### src/rtl/fcvt_s_w_seq_if.sv
// Handshake bundle for the integer-to-binary32 converter: operand side,
// result side and the pipeline kill.
interface fcvt_s_w_seq_if #(
    parameter int WIDTH = 32
) ();
    logic             flush;
    logic             in_valid;
    logic             in_ready;
    logic [WIDTH-1:0] in_data;
    logic             is_unsigned;
    logic [2:0]       rm;
    logic             out_valid;
    logic             out_ready;
    logic [WIDTH-1:0] out_data;
    logic [4:0]       out_fflags;

    modport master (
        output flush, in_valid, in_data, is_unsigned, rm, out_ready,
        input  in_ready, out_valid, out_data, out_fflags
    );

    modport slave (
        input  flush, in_valid, in_data, is_unsigned, rm, out_ready,
        output in_ready, out_valid, out_data, out_fflags
    );
endinterface

### src/rtl/fcvt_s_w_seq.sv
// Multi-cycle FCVT.S.W / FCVT.S.WU: shifts the magnitude left one bit per
// cycle until the leading one reaches bit 31, then rounds in a single cycle.
module fcvt_s_w_seq #(
    parameter int WIDTH = 32,
    parameter int BIAS  = 127
) (
    input  logic           clk,
    input  logic           rst,
    fcvt_s_w_seq_if.slave  bus
);

    localparam logic [1:0] IDLE  = 2'd0;
    localparam logic [1:0] NORM  = 2'd1;
    localparam logic [1:0] ROUND = 2'd2;
    localparam logic [1:0] DONE  = 2'd3;

    logic [1:0]       r_state;
    logic             r_sign;
    logic [WIDTH-1:0] r_mag;
    logic [4:0]       r_exp;
    logic [2:0]       r_rm;
    logic [WIDTH-1:0] r_out_data;
    logic [4:0]       r_out_fflags;

    logic             w_in_sign;
    logic [WIDTH-1:0] w_in_mag;
    logic             w_g;
    logic             w_s;
    logic             w_lsb;
    logic             w_inc;
    logic [23:0]      w_frac_sum;
    logic [7:0]       w_exp_field;

    assign bus.in_ready   = (r_state == IDLE);
    assign bus.out_valid  = (r_state == DONE);
    assign bus.out_data   = r_out_data;
    assign bus.out_fflags = r_out_fflags;

    // 0x80000000 signed negates to itself, which is exactly 2^31 unsigned.
    assign w_in_sign = !bus.is_unsigned & bus.in_data[WIDTH-1];
    assign w_in_mag  = w_in_sign ? (~bus.in_data + 1'b1) : bus.in_data;

    always_comb begin
        w_g   = r_mag[7];
        w_s   = |r_mag[6:0];
        w_lsb = r_mag[8];
        case (r_rm)
            3'b001:  w_inc = 1'b0;
            3'b010:  w_inc = r_sign & (w_g | w_s);
            3'b011:  w_inc = !r_sign & (w_g | w_s);
            3'b100:  w_inc = w_g;
            default: w_inc = w_g & (w_s | w_lsb);
        endcase
        // A carry out of the fraction leaves the low 23 bits at zero.
        w_frac_sum  = {1'b0, r_mag[30:8]} + {23'd0, w_inc};
        w_exp_field = {3'b000, r_exp} + 8'(BIAS) + {7'd0, w_frac_sum[23]};
    end

    always_ff @(posedge clk or posedge rst) begin
        if (rst) begin
            r_state      <= IDLE;
            r_sign       <= 1'b0;
            r_mag        <= '0;
            r_exp        <= '0;
            r_rm         <= '0;
            r_out_data   <= '0;
            r_out_fflags <= '0;
        end else if (bus.flush) begin
            r_state <= IDLE;
        end else begin
            case (r_state)
                IDLE: begin
                    if (bus.in_valid) begin
                        r_sign <= w_in_sign;
                        r_mag  <= w_in_mag;
                        r_exp  <= 5'd31;
                        r_rm   <= bus.rm;
                        if (w_in_mag == '0) begin
                            r_state      <= DONE;
                            r_out_data   <= '0;
                            r_out_fflags <= '0;
                        end else begin
                            r_state <= NORM;
                        end
                    end
                end
                NORM: begin
                    if (r_mag[WIDTH-1]) begin
                        r_state <= ROUND;
                    end else begin
                        r_mag <= r_mag << 1;
                        r_exp <= r_exp - 5'd1;
                    end
                end
                ROUND: begin
                    r_out_data   <= {r_sign, w_exp_field, w_frac_sum[22:0]};
                    r_out_fflags <= {4'b0000, w_g | w_s};
                    r_state      <= DONE;
                end
                DONE: begin
                    if (bus.out_ready) begin
                        r_state <= IDLE;
                    end
                end
                default: r_state <= IDLE;
            endcase
        end
    end

endmodule

### src/flat_wrapper.sv
// flat-port wrapper written by rule: the top's interface ports become plain ports
module fcvt_s_w_seq_flat 
#(
    parameter int WIDTH = 32,
    parameter int BIAS  = 127
)
  (clk, rst, bus_flush, bus_in_valid, bus_in_data, bus_is_unsigned, bus_rm, bus_out_ready, bus_in_ready, bus_out_valid, bus_out_data, bus_out_fflags);
  fcvt_s_w_seq_if #(.WIDTH(WIDTH)) bus_i ();
  input  logic clk;
  input  logic rst;
  input wire logic [$bits(bus_i.flush)-1:0] bus_flush;
  input wire logic [$bits(bus_i.in_valid)-1:0] bus_in_valid;
  input wire logic [$bits(bus_i.in_data)-1:0] bus_in_data;
  input wire logic [$bits(bus_i.is_unsigned)-1:0] bus_is_unsigned;
  input wire logic [$bits(bus_i.rm)-1:0] bus_rm;
  input wire logic [$bits(bus_i.out_ready)-1:0] bus_out_ready;
  output wire logic [$bits(bus_i.in_ready)-1:0] bus_in_ready;
  output wire logic [$bits(bus_i.out_valid)-1:0] bus_out_valid;
  output wire logic [$bits(bus_i.out_data)-1:0] bus_out_data;
  output wire logic [$bits(bus_i.out_fflags)-1:0] bus_out_fflags;
  assign bus_i.flush = bus_flush;
  assign bus_i.in_valid = bus_in_valid;
  assign bus_i.in_data = bus_in_data;
  assign bus_i.is_unsigned = bus_is_unsigned;
  assign bus_i.rm = bus_rm;
  assign bus_i.out_ready = bus_out_ready;
  assign bus_in_ready = bus_i.in_ready;
  assign bus_out_valid = bus_i.out_valid;
  assign bus_out_data = bus_i.out_data;
  assign bus_out_fflags = bus_i.out_fflags;
  fcvt_s_w_seq #(.WIDTH(WIDTH), .BIAS(BIAS)) u_core (.clk(clk), .rst(rst), .bus(bus_i));
endmodule
### config.mk
export PLATFORM = sky130hd
export DESIGN_NAME = fcvt_s_w_seq_flat
export DESIGN_NICKNAME = d
export VERILOG_FILES = /design/src/rtl/fcvt_s_w_seq_if.sv /design/src/rtl/fcvt_s_w_seq.sv /design/src/flat_wrapper.sv
export SDC_FILE = /design/constraint.sdc
export NUM_CORES = 1
export LEC_CHECK = 0
export CORE_UTILIZATION = 57
export CTS_BUF_LIST = sky130_fd_sc_hd__clkbuf_4 sky130_fd_sc_hd__clkbuf_8
export DETAILED_ROUTE_END_ITERATION = 6
export HOLD_SLACK_MARGIN = 0.02
export PLACE_DENSITY_LB_ADDON = 0.1
export RECOVER_POWER = 25
export SYNTH_ARGS = -nofsm -noshare
export SYNTH_HDL_FRONTEND = slang
export SYNTH_SLANG_ARGS = --single-unit
### constraint.sdc
create_clock -name clk -period 3.05 [get_ports clk]
set_input_delay 0.61 -clock clk [delete_from_list [all_inputs] [get_ports clk]]
set_output_delay 0.61 -clock clk [all_outputs]
set_load 0.01 [all_outputs]
==> summary.md <==
| Metric | Value |
|---|---|
| H-tree depth | `3` |
| Clock Power Share | `14.4%` |
| Most frequent cell after synthesis | `nand2_1` |
| Ports | `80` |
| Hold WC Path Type | `flop to flop` |
| Slew Limit Fails | `0` |
| Gr ovfl total | `0` |
| IO Port Bufs | `75` |
| Sw frac | `40.31%` |
| RSZ-0062 raised after global routing | `true` |
| Number of synthesized register bits | `76` |
| Post-synthesis sequential area ratio | `36.40%` |
| Reg clk slew, reported paths | `0.08 ns` |
| Setup WS post-layout | `-0.1108 ns` |
| Filler Cell Count | `494` |
| Detail Placement HPWL | `10010 microns` |
| Post-layout min period | `3.161 ns` |
| Post-CTS Hold Fix Bufs | `0` |
| Synthesized cell area | `0.005225 sq mm` |
| Most common library cells after synthesis | `nand2_1, dfrtp_1, inv_1, nor2_1, xnor2_1` |
| Switching pwr | `0.002045 W` |
| Gate power share | `48.0%` |
| Critical Path AT | `3.43 ns` |
| Area growth from synthesis to layout | `41.81%` |
| Worst Path Required | `3.32 ns` |
| Setup Skew | `0.01041 ns` |
| CTS tree | `built` |
| Final Hold Viols | `0` |
| Synth unique cells | `65` |
| First-pass GRT wire length | `23860 microns` |
| Clock tree buffer depth | `2` |
| Worst-margin pin slew | `1.070 ns` |
| DRC violation count after routing | `6` |
| Largest net degree at the start of global routing | `51` |
| Vias per cell | `6.001` |
| Top layer in use | `met4` |
| Syn Inst Count | `599` |
| Initial antenna violation count | `0` |
| Cell Chain, Critical Path | `dlygate4sd2_1 > or4_4 > nor2_4 > buf_6 > a31oi_4 > xnor2_2 > buf_4 > buf_4 > nand2_1 > or4_4 > o21ai_2 > a32o_1` |
| Yosys top cell by area | `dfrtp_1` |
| Top FF cell, synth | `dfrtp_1` |
| M1 WL | `6357 microns` |
| Int Power | `0.003028 W` |
| Avg WL per Cell | `17.40 microns` |
| DR WL met3 | `1034 microns` |
| Area share of the largest cell type after synthesis | `36.40%` |
| Ys async rst share | `100.0%` |
| Antenna Nets Post-Route | `0` |
| Worst Path Max Fanout | `5` |
| Cells after DPL | `836` |
| Fmax | `0.3164 GHz` |
| Max VDD drop | `0.3893 mV` |
| Power per cell area | `684.6 mW/mm^2` |
| Slowest stage delay, CP | `0.54 ns` |
| ANT cells | `0` |
| Util after Layout | `84.14%` |
| Clock net sink count | `76` |
| Routability Congestion | `0.8635` |
| Die width | `97.74 microns` |
| CP Capture Type | `flop` |
| NumNets Final | `824` |
| Detailed Route Iter0 Violations | `432` |
| Slowest-stage cell, CP | `or4_4` |
| Max Cap Viol | `0` |
| Vias in the first global route | `5062` |
| CTS buffer count | `9` |
| Starting Density | `59.34%` |
| Flop pwr share | `37.6%` |
| Clk Latency, worst-skew pair | `0.35 ns` |
| Die Ht | `97.74 microns` |
| DR WL met2 | `7507 microns` |
| Detailed Routing Iterations Pass 1 | `7` |
| Final period utilization | `103.6%` |
| Status | `finished, violations left` |
| Total GRT Usage | `30.92%` |
| Crit path launch type | `primary input` |
| Final std cells w/o fill | `886` |
| Die area | `0.009553 sq mm` |
| Final setup fails | `5` |
| Share of post-route cells with drive strength above 1 | `27.25%` |
| Syn Area/Cell | `8.723 sq um` |
| Vias | `5317` |
| Rows | `34` |
| Warnings, synthesis | `0` |
| LEAKAGE | `3.405 nW` |
| DRT Wirelength | `15410 microns` |
| Slew margin rel. | `28.67%` |
| Core ar. | `0.008806 sq mm` |
| Violated checks | `design-rule violations, negative setup slack` |
| Top cells by area, synth | `dfrtp_1, xnor2_1, nand2_1, mux2i_1, inv_1` |
| Post-synth EDFFs | `0` |
| Worst setup path class | `primary input to flop` |
| Root Buffer | `clkbuf_8` |
cell families after synthesis:
| kind of cell | after synthesis | share of synthesized area, % |
|---|---|---|
| simple gates | 222 | 21.53 |
| fa+ha+maj | 10 | 2.395 |
| flops | 76 | 36.40 |
| buf+inv | 84 | 6.825 |
| other cells | 1 | 0.07177 |
| mux | 37 | 7.304 |
| compound gates | 112 | 15.64 |
| xor+xnor | 57 | 9.842 |
worst max-delay path: cells and delay by family:
family | cells | cell delay (ns)
and+or+nand+nor | 4 | 1.33
AOI/OAI and AO/OA | 3 | 0.60
buffers and inverters | 4 | 0.66
xor gates and xnor gates | 1 | 0.22
layout make-up:
type / count / area [sq um] / share of cell area (%)
clock inverter: 3 / 21.27 / 0.2871
tap: 108 / 135.1 / 1.824
inverter: 44 / 165.2 / 2.229
sequential: 76 / 1902 / 25.67
multi-input combinational: 444 / 3288 / 44.38
clock buffer: 13 / 166.4 / 2.246
timing repair buffer: 198 / 1732 / 23.37
placed cells by master, fill, tap and decap left out, types with 6 or more instances in the layout:
master / netlist / final
inv_1: 44 / 42
nor2_1: 39 / 37
xnor2_2: 2 / 6
a22oi_1: 9 / 9
nand2_1: 86 / 86
mux2i_1: 28 / 28
a31oi_1: 12 / 8
xor2_1: 17 / 17
o21a_1: 14 / 14
nor3_1: 13 / 10
dlygate4sd2_1: 0 / 10
and3_1: 7 / 7
nor2b_1: 9 / 8
buf_6: 2 / 9
clkdlybuf4s50_1: 0 / 45
nand3_1: 15 / 12
clkbuf_8: 0 / 11
o21ai_0: 18 / 17
clkbuf_2: 0 / 7
buf_4: 6 / 109
a21oi_1: 10 / 9
dlymetal6s2s_1: 0 / 8
mux2_2: 8 / 6
nand4_1: 10 / 10
xnor2_1: 38 / 34
a211oi_1: 6 / 6
ha_1: 10 / 6
dfrtp_1: 76 / 76
o221ai_1: 18 / 18
power groups by stage:
| stage | clock [W] | sequential (W) | combinational, W |
|---|---|---|---|
| 2_1_floorplan | 0 | 0.00185 | 0.00135 |
| 3_3_place_gp | 0 | 0.00187 | 0.00219 |
| 3_5_place_dp | 0 | 0.00190 | 0.00226 |
| 4_1_cts | 0.000735 | 0.00189 | 0.00235 |
| 5_1_grt | 0.000782 | 0.00198 | 0.00266 |
| 6_report | 0.000733 | 0.00191 | 0.00243 |
worst paths after layout:
kind	slack, ns	depth (start not counted)	endpoint	startpoint
worst max register to register	0.19	13	u_core.bus.out_data[23]	u_core.r_rm[0]
min in group asynchronous	0.94	2	u_core.bus.out_data[28]	rst
max in group asynchronous	0.48	3	u_core.r_mag[20]	rst
worst min register to register	0.49	1	u_core.r_exp[0]	u_core.r_exp[0]
worst max-delay path	-0.11	12	u_core.bus.out_data[2]	bus_in_data[21]
worst min-delay path	0.49	1	u_core.r_exp[0]	u_core.r_exp[0]
registers in the layout, summed over array words and instances (netlist names):
register and flops:
u_core.bus.out_data 32, u_core.r_rm 3, u_core.r_state 2, u_core.r_mag 32, u_core.r_exp 5, u_core.bus.out_fflags 1, u_core.r_sign 1
routing by layer:
| metal | up-vias | track usage, % |
|---|---|---|
| li1 | 2457 | - |
| met1 | 2508 | 40.00 |
| met2 | 294 | 53.25 |
| met3 | 58 | 4.295 |
| met4 | 0 | 10.96 |
| met5 | - | 0 |
through the flow:
stage / setup TNS, ns / worst slack [ns] / hold WS [ns] / area (sq um) / total power (W)
3_5_place_dp: -19.90 / -0.6429 / 0.4628 / 6639 / 0.004167
3_3_place_gp: -16.09 / -0.5452 / 0.4543 / 6639 / 0.004063
6_report: -0.1926 / -0.1108 / 0.4904 / 7410 / 0.005073
4_1_cts: 0 / 0.002382 / 0.4793 / 7147 / 0.004973
2_1_floorplan: 0 / 0.05269 / 0.4396 / 5236 / 0.003197
5_1_grt: -2.110 / -0.1445 / 0.5168 / 7410 / 0.005415
timing repair:
item,CTS,global route
hold endpoints to repair,0,0
cloned,3,1
resized for setup,52,62
pin swaps,29,37
setup endpoints to repair,34,34
buffers inserted,17,16
(Power assumes the default switching activity.)
